<file path="src/rtl/gtfwizard_0_example_drp_responder_pkg.sv">
// Shared DRP widths, FSM state encoding and parameter legality helpers
// for the example DRP responder.
package gtfwizard_0_example_drp_responder_pkg;

    localparam int DRP_ADDR_W = 10;
    localparam int DRP_DATA_W = 16;
    localparam int REG_IDX_W  = 6;

    localparam logic [1:0] ST_IDLE_ENC = 2'd0;
    localparam logic [1:0] ST_WAIT_ENC = 2'd1;
    localparam logic [1:0] ST_RESP_ENC = 2'd2;

    typedef enum logic [1:0] {
        ST_IDLE = ST_IDLE_ENC,
        ST_WAIT = ST_WAIT_ENC,
        ST_RESP = ST_RESP_ENC
    } state_t;

    function automatic bit latency_legal(input int lat);
        return (lat >= 1) && (lat <= 15);
    endfunction

    function automatic bit num_regs_legal(input int n);
        return (n >= 1) && (n <= 64);
    endfunction

endpackage

</file>
<file path="src/rtl/gtfwizard_0_example_drp_responder_if.sv">
// DRP request/response bundle; master is the initiator, slave the responder.
interface gtfwizard_0_example_drp_responder_if;
    import gtfwizard_0_example_drp_responder_pkg::*;

    logic                  drpen_in;
    logic                  drpwe_in;
    logic [DRP_ADDR_W-1:0] drpaddr_in;
    logic [DRP_DATA_W-1:0] drpdi_in;
    logic                  drprdy_out;
    logic [DRP_DATA_W-1:0] drpdo_out;

    modport master (
        output drpen_in, drpwe_in, drpaddr_in, drpdi_in,
        input  drprdy_out, drpdo_out
    );

    modport slave (
        input  drpen_in, drpwe_in, drpaddr_in, drpdi_in,
        output drprdy_out, drpdo_out
    );

endinterface

</file>
<file path="src/rtl/gtfwizard_0_example_drp_responder_regbank.sv">
// Register bank behind the DRP responder: storage, single write port,
// combinational read mux and flat view of all words.
module gtfwizard_0_example_drp_responder_regbank
    import gtfwizard_0_example_drp_responder_pkg::*;
#(
    parameter int                    NUM_REGS  = 16,
    parameter logic [DRP_DATA_W-1:0] RESET_VAL = 16'h0000
) (
    input  logic                           clk,
    input  logic                           rst,
    input  logic                           wr_en,
    input  logic [REG_IDX_W-1:0]           wr_idx,
    input  logic [DRP_DATA_W-1:0]          wr_data,
    input  logic [REG_IDX_W-1:0]           rd_idx,
    output logic [DRP_DATA_W-1:0]          rd_data,
    output logic [DRP_DATA_W*NUM_REGS-1:0] regs_flat
);

    logic [NUM_REGS-1:0][DRP_DATA_W-1:0] bank_q;
    logic [NUM_REGS-1:0][DRP_DATA_W-1:0] bank_d;

    // Index compares are done per word so an index beyond NUM_REGS never selects anything.
    always_comb begin
        bank_d  = bank_q;
        rd_data = '0;
        for (int i = 0; i < NUM_REGS; i++) begin
            if (wr_en && (wr_idx == REG_IDX_W'(i))) begin
                bank_d[i] = wr_data;
            end
            if (rd_idx == REG_IDX_W'(i)) begin
                rd_data = bank_q[i];
            end
        end
    end

    always_ff @(posedge clk or posedge rst) begin
        if (rst) begin
            bank_q <= {NUM_REGS{RESET_VAL}};
        end else begin
            bank_q <= bank_d;
        end
    end

    assign regs_flat = bank_q;

endmodule

</file>
<file path="src/rtl/gtfwizard_0_example_drp_responder.sv">
// DRP target with a fixed response latency, a soft register bank and
// sticky/pulsed protocol error flags.
module gtfwizard_0_example_drp_responder
    import gtfwizard_0_example_drp_responder_pkg::*;
#(
    parameter logic [DRP_ADDR_W-1:0] BASE_ADDR = 10'h080,
    parameter int                    NUM_REGS  = 16,
    parameter logic [DRP_DATA_W-1:0] RESET_VAL = 16'h0000,
    parameter int                    LATENCY   = 3
) (
    input  logic                                  freerun_clk_in,
    input  logic                                  drp_reset_in,
    gtfwizard_0_example_drp_responder_if.slave    drp,
    input  logic                                  err_clear_in,
    output logic                                  busy_out,
    output logic                                  proto_err_out,
    output logic                                  range_err_out,
    output logic [DRP_DATA_W*NUM_REGS-1:0]        regs_flat_out
);

    if (!latency_legal(LATENCY)) begin : g_bad_latency
        $error("LATENCY must be in 1..15");
    end
    if (!num_regs_legal(NUM_REGS)) begin : g_bad_num_regs
        $error("NUM_REGS must be in 1..64");
    end

    function automatic logic in_bank(input logic [DRP_ADDR_W-1:0] a);
        logic [DRP_ADDR_W-1:0] off;
        off = a - BASE_ADDR;
        return (a >= BASE_ADDR) && ({1'b0, off} < (DRP_ADDR_W+1)'(NUM_REGS));
    endfunction

    function automatic logic [REG_IDX_W-1:0] bank_idx(input logic [DRP_ADDR_W-1:0] a);
        return REG_IDX_W'(a - BASE_ADDR);
    endfunction

    state_t                state_q,     state_d;
    logic [3:0]            cnt_q,       cnt_d;
    logic [DRP_ADDR_W-1:0] addr_q,      addr_d;
    logic                  we_q,        we_d;
    logic [DRP_DATA_W-1:0] di_q,        di_d;
    logic                  rdy_q,       rdy_d;
    logic [DRP_DATA_W-1:0] do_q,        do_d;
    logic                  busy_q,      busy_d;
    logic                  proto_q,     proto_d;
    logic                  range_err_q, range_err_d;

    logic                  wr_en;
    logic [DRP_DATA_W-1:0] rd_data;

    // Outputs are computed from the next state so they are registered and land in the RESP cycle.
    always_comb begin
        state_d = state_q;
        cnt_d   = cnt_q;
        addr_d  = addr_q;
        we_d    = we_q;
        di_d    = di_q;
        case (state_q)
            ST_IDLE: begin
                if (drp.drpen_in) begin
                    addr_d  = drp.drpaddr_in;
                    we_d    = drp.drpwe_in;
                    di_d    = drp.drpdi_in;
                    cnt_d   = 4'(LATENCY - 1);
                    state_d = (LATENCY == 1) ? ST_RESP : ST_WAIT;
                end
            end
            ST_WAIT: begin
                cnt_d = cnt_q - 4'd1;
                if (cnt_q == 4'd1) begin
                    state_d = ST_RESP;
                end
            end
            ST_RESP: state_d = ST_IDLE;
            default: state_d = ST_IDLE;
        endcase

        rdy_d       = (state_d == ST_RESP);
        range_err_d = rdy_d && !in_bank(addr_d);
        do_d        = (rdy_d && !we_d && in_bank(addr_d)) ? rd_data : '0;
        busy_d      = (state_d != ST_IDLE);

        if (drp.drpen_in && (state_q != ST_IDLE)) begin
            proto_d = 1'b1;
        end else if (err_clear_in) begin
            proto_d = 1'b0;
        end else begin
            proto_d = proto_q;
        end
    end

    always_ff @(posedge freerun_clk_in or posedge drp_reset_in) begin
        if (drp_reset_in) begin
            state_q     <= ST_IDLE;
            cnt_q       <= '0;
            addr_q      <= '0;
            we_q        <= 1'b0;
            di_q        <= '0;
            rdy_q       <= 1'b0;
            do_q        <= '0;
            busy_q      <= 1'b0;
            proto_q     <= 1'b0;
            range_err_q <= 1'b0;
        end else begin
            state_q     <= state_d;
            cnt_q       <= cnt_d;
            addr_q      <= addr_d;
            we_q        <= we_d;
            di_q        <= di_d;
            rdy_q       <= rdy_d;
            do_q        <= do_d;
            busy_q      <= busy_d;
            proto_q     <= proto_d;
            range_err_q <= range_err_d;
        end
    end

    assign wr_en = (state_q == ST_RESP) && we_q && in_bank(addr_q);

    gtfwizard_0_example_drp_responder_regbank #(
        .NUM_REGS  (NUM_REGS),
        .RESET_VAL (RESET_VAL)
    ) u_regbank (
        .clk       (freerun_clk_in),
        .rst       (drp_reset_in),
        .wr_en     (wr_en),
        .wr_idx    (bank_idx(addr_q)),
        .wr_data   (di_q),
        .rd_idx    (bank_idx(addr_d)),
        .rd_data   (rd_data),
        .regs_flat (regs_flat_out)
    );

    assign drp.drprdy_out = rdy_q;
    assign drp.drpdo_out  = do_q;
    assign busy_out       = busy_q;
    assign proto_err_out  = proto_q;
    assign range_err_out  = range_err_q;

endmodule

</file>
<file path="src/flat_wrapper.sv">
// flat-port wrapper written by rule: the top's interface ports become plain ports
module gtfwizard_0_example_drp_responder_flat import gtfwizard_0_example_drp_responder_pkg::*;
#(
    parameter logic [DRP_ADDR_W-1:0] BASE_ADDR = 10'h080,
    parameter int                    NUM_REGS  = 16,
    parameter logic [DRP_DATA_W-1:0] RESET_VAL = 16'h0000,
    parameter int                    LATENCY   = 3
)
  (freerun_clk_in, drp_reset_in, err_clear_in, busy_out, proto_err_out, range_err_out, regs_flat_out, drp_drpen_in, drp_drpwe_in, drp_drpaddr_in, drp_drpdi_in, drp_drprdy_out, drp_drpdo_out);
  gtfwizard_0_example_drp_responder_if drp_i ();
  input  logic freerun_clk_in;
  input  logic drp_reset_in;
  input  logic err_clear_in;
  output logic busy_out;
  output logic proto_err_out;
  output logic range_err_out;
  output logic [DRP_DATA_W*NUM_REGS-1:0] regs_flat_out;
  input wire logic [$bits(drp_i.drpen_in)-1:0] drp_drpen_in;
  input wire logic [$bits(drp_i.drpwe_in)-1:0] drp_drpwe_in;
  input wire logic [$bits(drp_i.drpaddr_in)-1:0] drp_drpaddr_in;
  input wire logic [$bits(drp_i.drpdi_in)-1:0] drp_drpdi_in;
  output wire logic [$bits(drp_i.drprdy_out)-1:0] drp_drprdy_out;
  output wire logic [$bits(drp_i.drpdo_out)-1:0] drp_drpdo_out;
  assign drp_i.drpen_in = drp_drpen_in;
  assign drp_i.drpwe_in = drp_drpwe_in;
  assign drp_i.drpaddr_in = drp_drpaddr_in;
  assign drp_i.drpdi_in = drp_drpdi_in;
  assign drp_drprdy_out = drp_i.drprdy_out;
  assign drp_drpdo_out = drp_i.drpdo_out;
  gtfwizard_0_example_drp_responder #(.BASE_ADDR(BASE_ADDR), .NUM_REGS(NUM_REGS), .RESET_VAL(RESET_VAL), .LATENCY(LATENCY)) u_core (.freerun_clk_in(freerun_clk_in), .drp_reset_in(drp_reset_in), .drp(drp_i), .err_clear_in(err_clear_in), .busy_out(busy_out), .proto_err_out(proto_err_out), .range_err_out(range_err_out), .regs_flat_out(regs_flat_out));
endmodule
</file>
<file path="config.mk">
export PLATFORM = sky130hd
export DESIGN_NAME = gtfwizard_0_example_drp_responder_flat
export DESIGN_NICKNAME = d
export VERILOG_FILES = /design/src/rtl/gtfwizard_0_example_drp_responder_pkg.sv /design/src/rtl/gtfwizard_0_example_drp_responder_if.sv /design/src/rtl/gtfwizard_0_example_drp_responder_regbank.sv /design/src/rtl/gtfwizard_0_example_drp_responder.sv /design/src/flat_wrapper.sv
export SDC_FILE = /design/constraint.sdc
export NUM_CORES = 1
export LEC_CHECK = 0
export ABC_AREA = 1
export BUFFER_PORTS_ARGS = -buffer_cell sky130_fd_sc_hd__buf_2
export CORE_ASPECT_RATIO = 1.1
export CORE_UTILIZATION = 40
export CTS_CLUSTER_SIZE = 14
export DETAILED_ROUTE_END_ITERATION = 7
export GPL_TIMING_DRIVEN = 0
export MAX_ROUTING_LAYER = met4
export SETUP_SLACK_MARGIN = 0.02
export SLEW_MARGIN = 20
export SYNTH_ARGS = -nofsm -noshare
export SYNTH_HDL_FRONTEND = slang
export SYNTH_SLANG_ARGS = --single-unit
export TNS_END_PERCENT = 30
</file>
<file path="constraint.sdc">
create_clock -name freerun_clk_in -period 14.3 [get_ports freerun_clk_in]
set_input_delay 2.86 -clock freerun_clk_in [delete_from_list [all_inputs] [get_ports freerun_clk_in]]
set_output_delay 2.86 -clock freerun_clk_in [all_outputs]
set_load 0.005 [all_outputs]
</file>
After elaboration in Yosys (flattened, before gate mapping)
Index checks and enable logic that the tools add are counted.
{"block": "op_classes", "add_sub_neg": 3, "mul": 0, "div": 0, "order_cmp": 4, "eq_ne": 35, "n_shift": 0, "n_mux": 28, "bitwise": 0, "n_reduce_logical": 35}
{"op": "16-bit 2-to-1 mux", "n": 17}
{"op": "6-bit by 4-bit == test with 1-bit output, second input constant", "n": 16}
{"op": "6-bit by 3-bit == test with 1-bit output, second input constant", "n": 8}
{"op": "6-bit by 2-bit == test with 1-bit output, second input constant", "n": 4}
{"op": "1-bit logical AND", "n": 24}
{"op": "10-bit by 8-bit greater-or-equal comparator with 1-bit output, second input constant", "n": 2}
{"op": "10-bit by 5-bit less-than comparator with 1-bit output, second input constant", "n": 2}
{"op": "10-bit 2-to-1 mux", "n": 2}
{"op": "10-bit by 8-bit subtractor with 10-bit output, second input constant", "n": 2}
{"op": "6-bit by 1-bit == test with 1-bit output, second input constant", "n": 2}
{"op": "6-bit zero test", "n": 2}
{"op": "4-bit case mux with 2 select lines", "n": 1}
{"op": "2-bit nonzero test", "n": 4}
{"op": "2-bit == test, second input constant", "n": 2}
{"op": "4-bit by 1-bit == test with 1-bit output, second input constant", "n": 1}
{"op": "1-bit 2-to-1 mux", "n": 4}
{"op": "2-bit 2-to-1 mux", "n": 2}
{"op": "4-bit 2-to-1 mux", "n": 1}
{"op": "2-bit case mux with 2 select lines", "n": 1}
{"op": "2-bit AND reduction", "n": 2}
{"op": "4-bit by 1-bit subtractor with 4-bit output, second input constant", "n": 1}
{"op": "2-bit by 1-bit == test with 1-bit output, second input constant", "n": 1}
{"op": "1-bit zero test", "n": 2}
{"op": "2-bit zero test", "n": 1}
{"op": "2-bit inequality test, second input constant", "n": 1}
{"block": "word_totals", "register_bits": 309, "latch_bits": 0, "ramBits": 0, "mem_bits_ro": 0, "inputBits": 31, "output_inout_bits": 276, "word_cells": 131, "mem_count": 0}

Longest topological paths before layout
Gate-level depths: netlist (run 1).
{"block": "logic_depth", "word_depth": 21, "ltp_mapped": 20}

Modules after synthesis
Synthesis (run 1) repeated with hierarchy kept, for this count alone.
{"block": "hier_totals", "hier_cells": 1647, "hier_area_um2": 13611.8}
{"mod": "gtfwizard_0_example_drp_responder_regbank", "n_inst": 1, "cells_per_inst": 1412, "area_each_um2": 11424.7}
{"mod": "gtfwizard_0_example_drp_responder", "n_inst": 1, "cells_per_inst": 235, "area_each_um2": 2187.1}

Worst setup path before layout (run 1)
OpenSTA, ideal clock, no wires.
{"block": "synth_timing", "kind": "input to register", "start": "input port drp_drpen_in", "end": "register u_core.do_q[10] (netlist: u_core.drp.drpdo_out[10])", "setup_time_ps": 77, "t_arrival_ps": 4386, "required_time_ps": 14223, "setup_slack_ps": 9836, "stages": 12, "path_buffers": 2, "cell_sequence": "nand2_4 buf_12 buf_6 nand2_1 o21ai_0 ha_1 nand2_1 a2111oi_4 nand2_2 clkinv_2 o21ai_0 a21oi_1"}
{"block": "synth_between", "elab_chain_len": 21}
{"element": "from (decl)", "line_no": "flat_wrapper.sv:18", "source": "input wire logic [$bits(drp_i.drpen_in)-1:0] drp_drpen_in;"}
{"element": "10-bit 2-to-1 mux", "line_no": "gtfwizard_0_example_drp_responder.sv:61", "source": "if (drp.drpen_in) begin"}
{"element": "10-bit 2-to-1 mux", "line_no": "gtfwizard_0_example_drp_responder.sv:59", "source": "case (state_q)"}
{"element": "10-bit by 8-bit subtractor with 10-bit output", "line_no": "gtfwizard_0_example_drp_responder.sv:30", "source": "off = a - BASE_ADDR;"}
{"element": "6-bit zero test", "line_no": "gtfwizard_0_example_drp_responder_regbank.sv:30", "source": "if (rd_idx == REG_IDX_W'(i)) begin"}
{"element": "16-bit 2-to-1 mux (16 in a row)", "line_no": "gtfwizard_0_example_drp_responder_regbank.sv:30"}
{"element": "16-bit 2-to-1 mux *", "line_no": "gtfwizard_0_example_drp_responder.sv:81", "source": "do_d = (rdy_d && !we_d && in_bank(addr_d)) ? rd_data : '0;"}
{"element": "via u_core.do_d[10]", "line_no": "gtfwizard_0_example_drp_responder.sv:44", "source": "logic [DRP_DATA_W-1:0] do_q, do_d;"}
{"element": "to (signal assigned)", "line_no": "gtfwizard_0_example_drp_responder.sv:112", "source": "do_q <= do_d;"}
{"element": "to (decl)", "line_no": "gtfwizard_0_example_drp_responder.sv:44"}
Mark *: on every way through the listed nets, which the timed path passes. The rest lies on a longest branch.
A chain may end at the register's enable or synchronous reset.

Final worst setup path (run 1)
{"block": "layout_timing", "start": "input port drp_drpen_in", "end": "register u_core.do_q[3] (netlist: u_core.drp.drpdo_out[3])"}
Same word-level chain as after synthesis.

==> metrics list, run 1 <==
* Minimum hold slack: slightly below 500 ps
- By area the synthesized netlist is led by dfrtp_1, nand2_1, o21ai_0.
- Synthesis produced 1,623 cells.
* Count of final hold-check violations: 0
- Data on the critical path arrives at its endpoint at a little over 5000 ps.
* Row count: between 70 and 80
- In this run the cell area of the synthesized design comes to ~14,000 µm².
- Flop2flop setup slack: 11,390 ps
- Kind of end point of the critical path: flop
- TritonCTS clock tree: yes
* CP startpoint kind: input port
* Post-Synthesis Net Count: ~1,700
- For hold timing, the worst endpoint is u_core.cnt_q[3].
- The floorplan step defined a die boundary enclosing between 30,000 and 40,000 µm².
- Max-Slew Margin vs Limit: 0.467
* Largest area contributor in the netlist: dfrtp_1
* Start point of the worst min-delay path: u_core.cnt_q[3]
* Sum of routed wire length over all layers: 50,300 µm
- Along the worst hold path, the cell count comes to 1.
- Finished Cell Area: between 15,000 and 20,000 µm²
- The clock reaches the later pin of the worst-skew pair after between 500 and 600 ps.
- The tree built by TritonCTS fans out to just over 300 sinks.
* Pin slew with the least headroom to its limit: about 790 ps
* Aggregate global-route resource usage: 0.294
- After detailed routing, the average wire length per cell comes to a little over 20 µm.
- After clock tree synthesis, the clock-pin slew on the worst setup and hold paths is 50 ps.
- Length in cells of the worst reg-to-reg path: 12
- Pin count of the biggest net entering global routing: 100
- The worst path needs between 4000 and 5000 ps of the cycle, external delays included.
- Summed over all cells, the static leakage comes to 0.00878 µW.
* Net count of the finished layout: around 2,000
* Starting DRT DRC Count: 850
* DRC violation count after routing: 32
- On the final layout, the worst clock skew is slightly above 20 ps.
- Worst flop-to-flop path startpoint: u_core.state_q[1]
- Global-route wire length before repair: between 70,000 and 80,000 µm
- Async S/R FF share, synth: 1.00
- Cell chosen for the clock root: clkbuf_16
* RSZ-0062 raised after global routing: no
- Of the synthesized area, sequential elements account for 0.556.
- Worst vdd rail ir drop: between 0.07 and 0.08 mV
- Endpoint of the worst register-to-register path: u_core.drp.drpdo_out[3]
* Count of state elements after synthesis: around 300
* Min-Delay Path Class: reg2reg
- Count of boundary I/O pins: between 300 and 400
- Among all flip-flop cells after synthesis, the most frequent one is dfrtp_1.
* Post-CTS Repair Setup Buffers: 0
* Remaining antenna violation count after routing: 0
- Max-cap violations in this run came to 0.
- Summing internal, switching and leakage power gives ~2400 µW.
- In the finished design, the share of the clock period the worst path needs comes to 0.326.
- Yosys warning total: 0
* Timing-limited maximum frequency: roughly 210 MHz
- Deepest clock path buffer count: 3
* Half-perimeter wire length after placement: 39,100 µm
- After clock tree synthesis, the repair step resized 0 gates.
* Buffers on Ports: 306
- Number of vias per cell: ~5.2
- Placed inst area: approximately 16,000 µm²
- The initial utilization of the core area, before any placement, comes to 0.406.
- Number of enable-type register cells in the synthesized netlist: 0
* Total CTS buffers: 36
- Via count: approximately 13,000
* Congestion Overflow GR: 0
* Hold buffer count at cts: 0
- Pins Over Slew Limit: 0
* Violations in the final reports: DRC
* Max FO, Critical Path: 10
* Last weighted congestion value of the routability-driven placer: roughly 0.92
- By startpoint and endpoint, the worst setup path is classified as in2reg.
- Htree depth: 2
* Areal power density over the cells: 139 nW/µm²
* Iteration count of the initial detailed-routing pass: 8
- Number of global-route vias before repair: 12,300
- Average instance area after synthesis: 8.56 µm²
- Required time at the endpoint of the critical path: between 10,000 and 15,000 ps
* Horizontal extent of the die: 180 µm
- Share of post-route cells with drive strength above 1: 0.229
* Height of the die: approximately 200 µm
* Antenna violations before repair: 2
* Count of distinct cell types in the synthesized netlist: 38
* Synth top area share: 0.556
- The run finished, with violations left.
- Final core utilization: 0.505
- Core area: approximately 34,000 µm²
- Setup violations remaining at the end of the flow were counted as 0.
- Relative to the synthesized area, the layout overhead comes to 24.2%.
## worst max path at each step
stage                     depth (start not counted)    startpoint                              to
after global placement                            2  drp_reset_in  u_core.u_regbank.regs_flat[39]
after global routing                             18  drp_drpen_in         u_core.drp.drpdo_out[0]
after CTS                                        11  drp_drpen_in         u_core.drp.drpdo_out[3]
after detailed placement                         12  drp_drpen_in         u_core.drp.drpdo_out[3]
after floorplan                                   1  drp_reset_in                u_core.addr_q[0]
final                                            11  drp_drpen_in         u_core.drp.drpdo_out[3]
## sequential cells by signal (all words and copies together), names as in the netlist
register,cells
u_core.addr_q,10
u_core.busy_out,1
u_core.cnt_q,4
u_core.di_q,16
u_core.drp.drpdo_out,16
u_core.drp.drprdy_out,1
u_core.proto_err_out,1
u_core.range_err_out,1
u_core.state_q,2
u_core.u_regbank.regs_flat,256
u_core.we_q,1
## power breakdown
part,total (µW),internal [µW],switching [µW]
sequential,950,923,26.7
clock,925,556,370
combinational,527,120,407
total,2400,1600,804
## area by class of cell
class                   instances  area, µm²
inverters                     115        452
flip-flops and latches        309       7730
clock buffers                  58       1130
plain buffers                  93        467
multi-input cells            1106       5260
clock inverters                 4       56.3
fillers                      3327      16900
repair buffers                309       1610
diodes                          2       5.00
well taps                     438        548
## cell usage in the layout (no fill, tap or decap), types with 4 or more instances in the layout
cell type and instances:
nor2_4 7, nor3_1 11, o21ai_0 284, clkinv_2 4, inv_4 4, clkbuf_16 38
nor2_2 6, dfrtp_1 309, nand2_4 11, inv_2 11, buf_2 315, or2_0 15
or2_2 6, nand2_1 484, nand4_1 37, nor2_8 4, buf_6 12, clkbuf_1 81
clkbuf_8 10, nand3b_1 4, o21ai_1 6, inv_1 95, nand2_2 11, nor2_1 86
ha_1 4, nand3_1 70, o2111ai_1 7, a21oi_1 37
## Yosys cell counts (7+ instances only)
master,instances
a21oi_1,37
buf_2,9
buf_6,12
clkbuf_1,71
dfrtp_1,309
inv_1,96
inv_2,11
nand2_1,484
nand2_2,11
nand2_4,11
nand3_1,70
nand4_1,37
nor2_1,86
nor2_4,7
nor3_1,11
o2111ai_1,7
o21ai_0,284
or2_0,15
## per-layer routing
layer	vias up	wire length [µm]	GRT usage
met5	-	0	-
met4	0	1500	0.0916
met3	87	4410	0.0771
met2	469	24000	0.482
met1	6035	20400	0.355
li1	5982	-	-
## per-stage QoR
step	worst slack [ps]	instances	TNS [ps]
after floorplan	2900	1623	0
after global placement	-831	2367	-243120
after detailed placement	9120	2370	0
after CTS	9660	2432	0
after global routing	9510	2434	0
final	9640	2434	0
## worst max-delay path, cell delays in order
cell and delay, ps:
buf_2 120, buf_2 170, nand3b_1 160, nand2_4 120, nor2_1 220, inv_2 110
nor2_2 360, clkbuf_1 600, nand2_1 100, nand2_1 120, a21oi_1 100
## cell families after synthesis
kind of cell             count (synthesis)  synth area share
adder cells (fa/ha/maj)                  4           0.00360
AND/OR/NAND/NOR                        762             0.247
buffers and inverters                  208            0.0655
flip-flops                             309             0.556
AO/OA/AOI/OAI                          338             0.126
multiplexers                             2           0.00144
Note: power is estimated with default switching activity, not from simulation.
==> run 2, diff against run 1 <==
==> constraint.sdc (replaced) <==
create_clock -name freerun_clk_in -period 4.8 [get_ports freerun_clk_in]
set_input_delay 0.96 -clock freerun_clk_in [delete_from_list [all_inputs] [get_ports freerun_clk_in]]
set_output_delay 0.96 -clock freerun_clk_in [all_outputs]
set_load 0.005 [all_outputs]
==> run 2 against run 1 <==
Compared with the run above: the flow still finishes with violations (DRC); routed wire length grew 1.2%; setup slack lost 7800 ps; combinational power grew to 3.0 times the previous value; clock power grew to 2.9 times the previous value; hold slack lost 63 ps.
==> metrics list, run 2 (synthesis gave the netlist of run 1 again) <==
- CTS sink cnt: 309
* DRC violation count after routing: 31
- After detailed routing, the total wire length is ~51,000 µm.
- The worst setup path is of the reg2reg kind.
- The first global-routing pass estimated ~77,000 µm of wire.
- The number of global-route vias before repair is 12,700.
* Post-CTS Repair Setup Buffers: 0
* Half-perimeter wire length after placement: between 40,000 and 50,000 µm
- Deepest clock path buffer count: 3
* Clock skew after layout: slightly above 10 ps
* Data arrival at the endpoint of the critical path: ~3300 ps
* Sw power: about 2400 µW
- Starting density of the core: 0.406
* Die area: ~36,000 µm²
- In this run the number of H-tree levels came out at 2.
* Pins Over Slew Limit: 0
- The clock period could shrink to about 2900 ps.
* Kind of end point of the critical path: flop
- 307 I/O pins were placed.
- The share of total power dissipated in sequential elements is 0.398.
* Post-Route Setup TNS: 0 ps
- After clock tree synthesis, the clock-pin slew on the worst setup and hold paths is around 60 ps.
* Worst vdd rail ir drop: 0.261 mV
* Violations in the final reports: DRC
* Leakage component of the power: roughly 0.009 µW
* Core area: roughly 34,000 µm²
* Total CTS buffers: 35
- TritonCTS built the clock tree.
* Aggregate global-route resource usage: 0.298
- In this run the worst path has a maximum fanout of 10.
- Combinational Power Share: 0.222
- The initial antenna violation count was 1.
- Remaining antenna violation count after routing: 0
* Areal power density over the cells: about 400 nW/µm²
- Via count: 12,700
- Minimum hold slack: ~430 ps
- Dividing the detail-routed wire length by the instance count gives between 20 and 25 µm.
- Leading cell type in the layout, fill and taps excluded: nand2_1
- Measured along the y axis, the die boundary spans between 150 and 200 µm.
- Outcome: finished, violations left
- Resized Gates After CTS: 0
* Congestion Overflow GR: 0
- Proportion of power drawn by the clock network: 0.379
* Net count of the finished layout: around 2,000
- For this run, the top clock speed supported by timing is about 340 MHz.
- In this run the core area contains 71 standard-cell rows.
- The pre-antenna-repair detailed-routing pass consisted of 8 iterations.
- Switching part of the total power: 0.336
- Dividing the final minimum period by the clock period gives 0.611.
- Entering global routing, the biggest net connects 34 pins.
- Total internal power: between 4000 and 5000 µW
- Routability-driven placement finished with a final weighted congestion of around 0.91.
- Buffers on Ports: 306
* Share of post-route cells with drive strength above 1: 0.232
- The min-delay analysis places its worst path in the category in2async.
- The register with the most flip-flops in the layout has 256 of them.
* Hold buffer count at cts: 0
* Insertion delay to the later sink of the worst-skew pair: 520 ps
- CP startpoint kind: flop
* Post-synthesis to final-layout area growth: 24.9%
* Number of vias per cell: 5.20
- In the layout the commonest cells are nand2_1, buf_2, dfrtp_1, o21ai_0, inv_1.
- Cell chosen for the clock root: clkbuf_16
- Required time at the endpoint of the critical path: just over 5000 ps
- Starting DRT DRC Count: 781
- Setup-failing EPs final: 0
- The tool flagged a number of max-cap violations equal to 0.
- Max-Slew Margin vs Limit: 0.462
- The die is 180 µm wide.
- Setup repair after global routing left no endpoint under its margin.
- At the pin with the least slew margin, the transition time is 801 ps.
* Count of final hold-check violations: 0
run 2: per-stage QoR:
step                      worst slack, ps  utilization  total power, µW  area [µm²]  std cells
after CTS                            1710        0.507             7130       17400       2438
after detailed placement             1500        0.474             4440       16200       2378
after floorplan                      -273            -             3910       13900       1623
final                                1870        0.508             7100       17400       2439
after global routing                 1670        0.508             7400       17400       2439
after global placement              -2310        0.467             4390       16000       2367
run 2: worst paths after layout:
path / start / to / slack (ps) / cells after the start
setup / recovery: u_core.state_q[1] / u_core.drp.drpdo_out[1] / 1870 / 12
hold / removal: drp_reset_in / u_core.addr_q[5] / 430 / 2
setup reg to reg: u_core.state_q[1] / u_core.drp.drpdo_out[1] / 1870 / 12
hold reg to reg: u_core.cnt_q[3] / u_core.cnt_q[3] / 480 / 1
max in group asynchronous: drp_reset_in / u_core.u_regbank.regs_flat[97] / 2960 / 7
min in group freerun_clk_in: u_core.cnt_q[3] / u_core.cnt_q[3] / 480 / 1
run 2: routing by layer:
layer / up-vias / GRT usage / part of all wire / wire length, µm
li1: 5983 / - / - / -
met1: 6101 / 0.352 / 0.40 / 20600
met2: 507 / 0.488 / 0.48 / 24300
met3: 103 / 0.0758 / 0.086 / 4370
met4: 0 / 0.116 / 0.034 / 1730
met5: - / - / 0 / 0
run 2: area by class of cell:
cell class / instances / area (µm²)
antenna: 1 / 2.50
buffer: 93 / 467
clock buffer: 54 / 1080
clock inverter: 6 / 55.1
fill: 3335 / 16800
inverter: 115 / 448
multi-input combinational: 1106 / 5260
sequential: 309 / 7730
tap: 438 / 548
timing repair buffer: 317 / 1770
run 2: worst max-delay path: stages (launching register included):
cell      delay, ps
dfrtp_1         460
nor2_4          280
nand2_4         100
buf_12          160
nand2_4          60
nand2_4          90
nor2_1          220
inv_2           120
nor2_2          360
clkbuf_1        600
nand2_1         100
nand2_1         110
a21oi_1         110
run 2: power groups by stage:
stage / logic [µW] / clock network [µW] / registers [µW]
2_1_floorplan: 1050 / 0 / 2860
3_3_place_gp: 1510 / 0 / 2870
3_5_place_dp: 1570 / 0 / 2880
4_1_cts: 1570 / 2730 / 2830
5_1_grt: 1740 / 2820 / 2850
6_report: 1580 / 2690 / 2830
==> run 3, diff against run 2 <==
--- a/config.mk
+++ b/config.mk
@@ -5,7 +5,7 @@
 export SDC_FILE = /design/constraint.sdc
 export NUM_CORES = 1
 export LEC_CHECK = 0
-export ABC_AREA = 1
+export ABC_AREA = 0
 export BUFFER_PORTS_ARGS = -buffer_cell sky130_fd_sc_hd__buf_2
 export CORE_ASPECT_RATIO = 1.1
 export CORE_UTILIZATION = 40
==> constraint.sdc (replaced) <==
create_clock -name freerun_clk_in -period 3.06 [get_ports freerun_clk_in]
set_input_delay 0.612 -clock freerun_clk_in [delete_from_list [all_inputs] [get_ports freerun_clk_in]]
set_output_delay 0.612 -clock freerun_clk_in [all_outputs]
set_load 0.005 [all_outputs]
==> run 3 against run 2 <==
Compared with the run above: the run now ends clean; die area up 0.60%; sequential power up 64%; combinational power up 73%; setup slack worse by 1900 ps; power up 62%; routed wire length up 7.9%.
==> metrics list, run 3 <==
- Finished Cell Area: around 18,000 µm²
- Overall power consumption after layout is estimated at approximately 12,000 µW.
- The floorplan has slightly above 70 rows.
- Setup repair after global routing could not meet its margin everywhere.
- For the pin with the worst max-slew slack, the measured transition is between 800 and 900 ps.
- Number of global-route vias before repair: between 10,000 and 15,000
- Critical path class: reg2reg
- After detailed routing, the number of vias per cell comes to about 6.0.
- Horizontal extent of the die: approximately 180 µm
* Sw power: a little over 4000 µW
- dfrtp_1 is the most common cell in the netlist.
- Clock skew on the completed layout was measured at just over 20 ps.
* Leading cell type in the layout, fill and taps excluded: buf_2
- Data arrival at the endpoint of the critical path: 3430 ps
* Post-Synthesis Net Count: between 1,000 and 1,500
- Deepest clock path buffer count: 3
* Routed wire per std cell: around 28 µm
- The most used flip-flop cell after synthesis is dfrtp_1.
* Worst vdd rail ir drop: about 0.34 mV
* Proportion of power drawn by the clock network: 0.361
- The max-slew violation count was 0.
* Die area: roughly 36,000 µm²
- After clock tree synthesis, the clock-pin slew on the worst setup and hold paths is about 60 ps.
- The share of total power dissipated in combinational logic is 0.238.
* Leading cell types by total area after synthesis: dfrtp_1, mux2_2, nand2_1
- In this run the tool buffered the top-level ports with ~300 buffer cells.
- The die is between 150 and 200 µm tall.
- Part of the power in registers: 0.401
- Total CTS buffers: 34
- The number of failing hold endpoints at the final stage came to 0.
- The tightest hold path in the finished design has a slack of around 100 ps.
* Min-Delay Path Class: in2async
- Hold repair after CTS inserted 0 buffers.
- Starting density of the core: 0.408
- Yosys warning total: 0
- The first TritonRoute pass finished after 5 iterations.
- TritonCTS built the clock tree.
* Sum of routed wire length over all layers: roughly 55,000 µm
- Once detailed placement completed, the half-perimeter wirelength came to about 40,000 µm.
- Count of state elements after synthesis: 309
* Remaining antenna violation count after routing: 0
* Via count: 11,800
* Count of distinct cell types in the synthesized netlist: 71
- Global-route wire length before repair: between 70,000 and 80,000 µm
- Filler instances: around 3,100
- The clock reaches the later pin of the worst-skew pair after between 500 and 600 ps.
* DRC violation count after routing: 0
- For this run, the total global-route usage over all layers was measured as 0.317.
- For this design the ratio of total power to cell area is 644 nW/µm².
* Kind of end point of the critical path: flop
* Cell area after synthesis: 14,000 µm²
- Crit path setup slack, layout: roughly 7 ps
- Of all nets on the critical path, the largest fanout is 10.
- The initial antenna violation count was 1.
* Post-synthesis to final-layout area growth: 28.0%
- Data on the critical path is required at its endpoint by ~3400 ps.
- Of the available clock period, the critical path in the final layout requires 0.998.
* Net count of the finished layout: ~1,500
- For this design the top-level I/O count stands at 307.
- CP startpoint kind: flop
* Setup-failing EPs final: 0
* Htree depth: 2
- Summing all placed instances gives a cell area of roughly 16,000 µm².
- The congestion estimate from routability-driven global placement came to around 0.95.
- Highest-count cells in the layout ignoring fill and taps: buf_2, dfrtp_1, mux2_2, nand2_1, a21oi_1
- Switching part of the total power: 0.349
* Proportion of synthesized chip area in sequential cells: 0.553
* Largest area contributor in the netlist: dfrtp_1
- Pin count of the biggest net entering global routing: 35
- Outcome: finished, final reports clean
* Leakage component of the power: just over 0.009 µW
- The register with the most flip-flops in the layout has roughly 260 of them.
* Max Cap Violations: 0
* Max-Slew Margin vs Limit: 0.449
- Share of post-route cells with drive strength above 1: 0.498
- Number of instances in the placed design: ~1,900
- The tree is rooted in a clkbuf_16.
- Syn Inst Count: 1,140
- Starting DRT DRC Count: roughly 1,100
- At the placement stage, the worst setup path has a slack of -904 ps.
- Core area: 34,300 µm²
- Of all flip-flops after synthesis, the portion carrying an async set or reset was 1.00.
- CTS sink cnt: approximately 310
- Timing would allow up to 328 MHz.
- Synth top area share: 0.553
- Non-filler cells in the finished layout: between 1,500 and 2,000
- Averaged over all synthesized cells, the footprint is 12.3 µm².
- Most frequent cells after synthesis: dfrtp_1, mux2_2, nand2_1
- The synthesized design contains 0 enable-type register cells.
* Congestion Overflow GR: 0
- Internal power comes to approximately 7500 µW.
- The clock period could shrink to approximately 3100 ps.
[run 3: cell types whose count changed after synthesis, moves of 24 or more]
cell      delta
nand2_1    -367
mux2_2     +253
nand4_1     -35
nor2_1      -44
o21ai_0    -260
clkbuf_1    -34
nand3_1     -54
a221oi_1    +26
inv_1       -81
a22oi_1     +24
[run 3: critical path: stages (launching register included)]
cell	delay, ps
dfrtp_2	430
or3b_1	390
buf_6	150
or3_1	470
nand2_1	270
buf_2	380
a22oi_1	160
o221ai_1	100
a31oi_1	90
a211oi_1	340
a211oi_1	120
[run 3: path summary, 6_finish.rpt]
path | from | cells past startpoint | endpoint | slack [ps]
worst min register to register | u_core.addr_q[6] | 2 | u_core.addr_q[6] | 480
min in group freerun_clk_in | drp_drpdi_in[8] | 3 | u_core.di_q[8] | 270
max in group asynchronous | drp_reset_in | 5 | u_core.u_regbank.regs_flat[189] | 1960
worst min-delay path | drp_reset_in | 2 | u_core.u_regbank.regs_flat[24] | 100
worst max-delay path | u_core.state_q[1] | 10 | u_core.drp.drpdo_out[0] | 7
worst max register to register | u_core.state_q[1] | 10 | u_core.drp.drpdo_out[0] | 7
[run 3: repair_timing]
action / 4_1_cts / 5_1_grt
pin swaps: 8 / 6
resized for setup: 69 / 48
endpoints found under the setup margin: 230 / 162
buffers inserted: 10 / 7
[run 3: final cells by class]
type / instances / area [µm²] / area share
Sequential cell: 309 / 7730 / 0.432
Multi-Input combinational cell: 739 / 6120 / 0.342
Timing Repair Buffer: 331 / 1870 / 0.104
Clock buffer: 47 / 990 / 0.0553
Tap cell: 438 / 548 / 0.0306
Buffer: 76 / 445 / 0.0249
Clock inverter: 12 / 131 / 0.00734
Inverter: 16 / 63.8 / 0.00356
Antenna cell: 1 / 2.50 / 0.000140
[run 3: logic make-up after synthesis]
logic type,share of synthesized area
multiplexers,0.207
XOR/XNOR,0.00125
AND/OR/NAND/NOR,0.0898
AO/OA/AOI/OAI,0.114
flip-flops,0.553
buffers and inverters,0.0310
adder cells (fa/ha/maj),0.00358
[run 3: power groups by stage]
stage / registers [µW] / logic, µW / clock network, µW
4_1_cts: 4610 / 2560 / 4200
3_3_place_gp: 4680 / 2340 / 0
3_5_place_dp: 4680 / 2400 / 0
6_report: 4630 / 2740 / 4160
5_1_grt: 4660 / 2910 / 4370
2_1_floorplan: 4580 / 1420 / 0
[run 3: per-layer routing]
metal	track usage	wire, µm	vias to the layer above
met5	-	0	-
met4	0.164	2900	0
met3	0.0745	4600	161
met2	0.472	25000	610
met1	0.404	22500	6073
li1	-	-	4939
[run 3: stage by stage]
| stage | utilization | setup TNS [ps] |
|---|---|---|
| 6_report | 0.522 | 0 |
| 5_1_grt | 0.522 | -367 |
| 4_1_cts | 0.517 | -2940 |
| 3_5_place_dp | 0.474 | -99280 |
| 3_3_place_gp | 0.468 | -1215420 |
| 2_1_floorplan | - | -514470 |
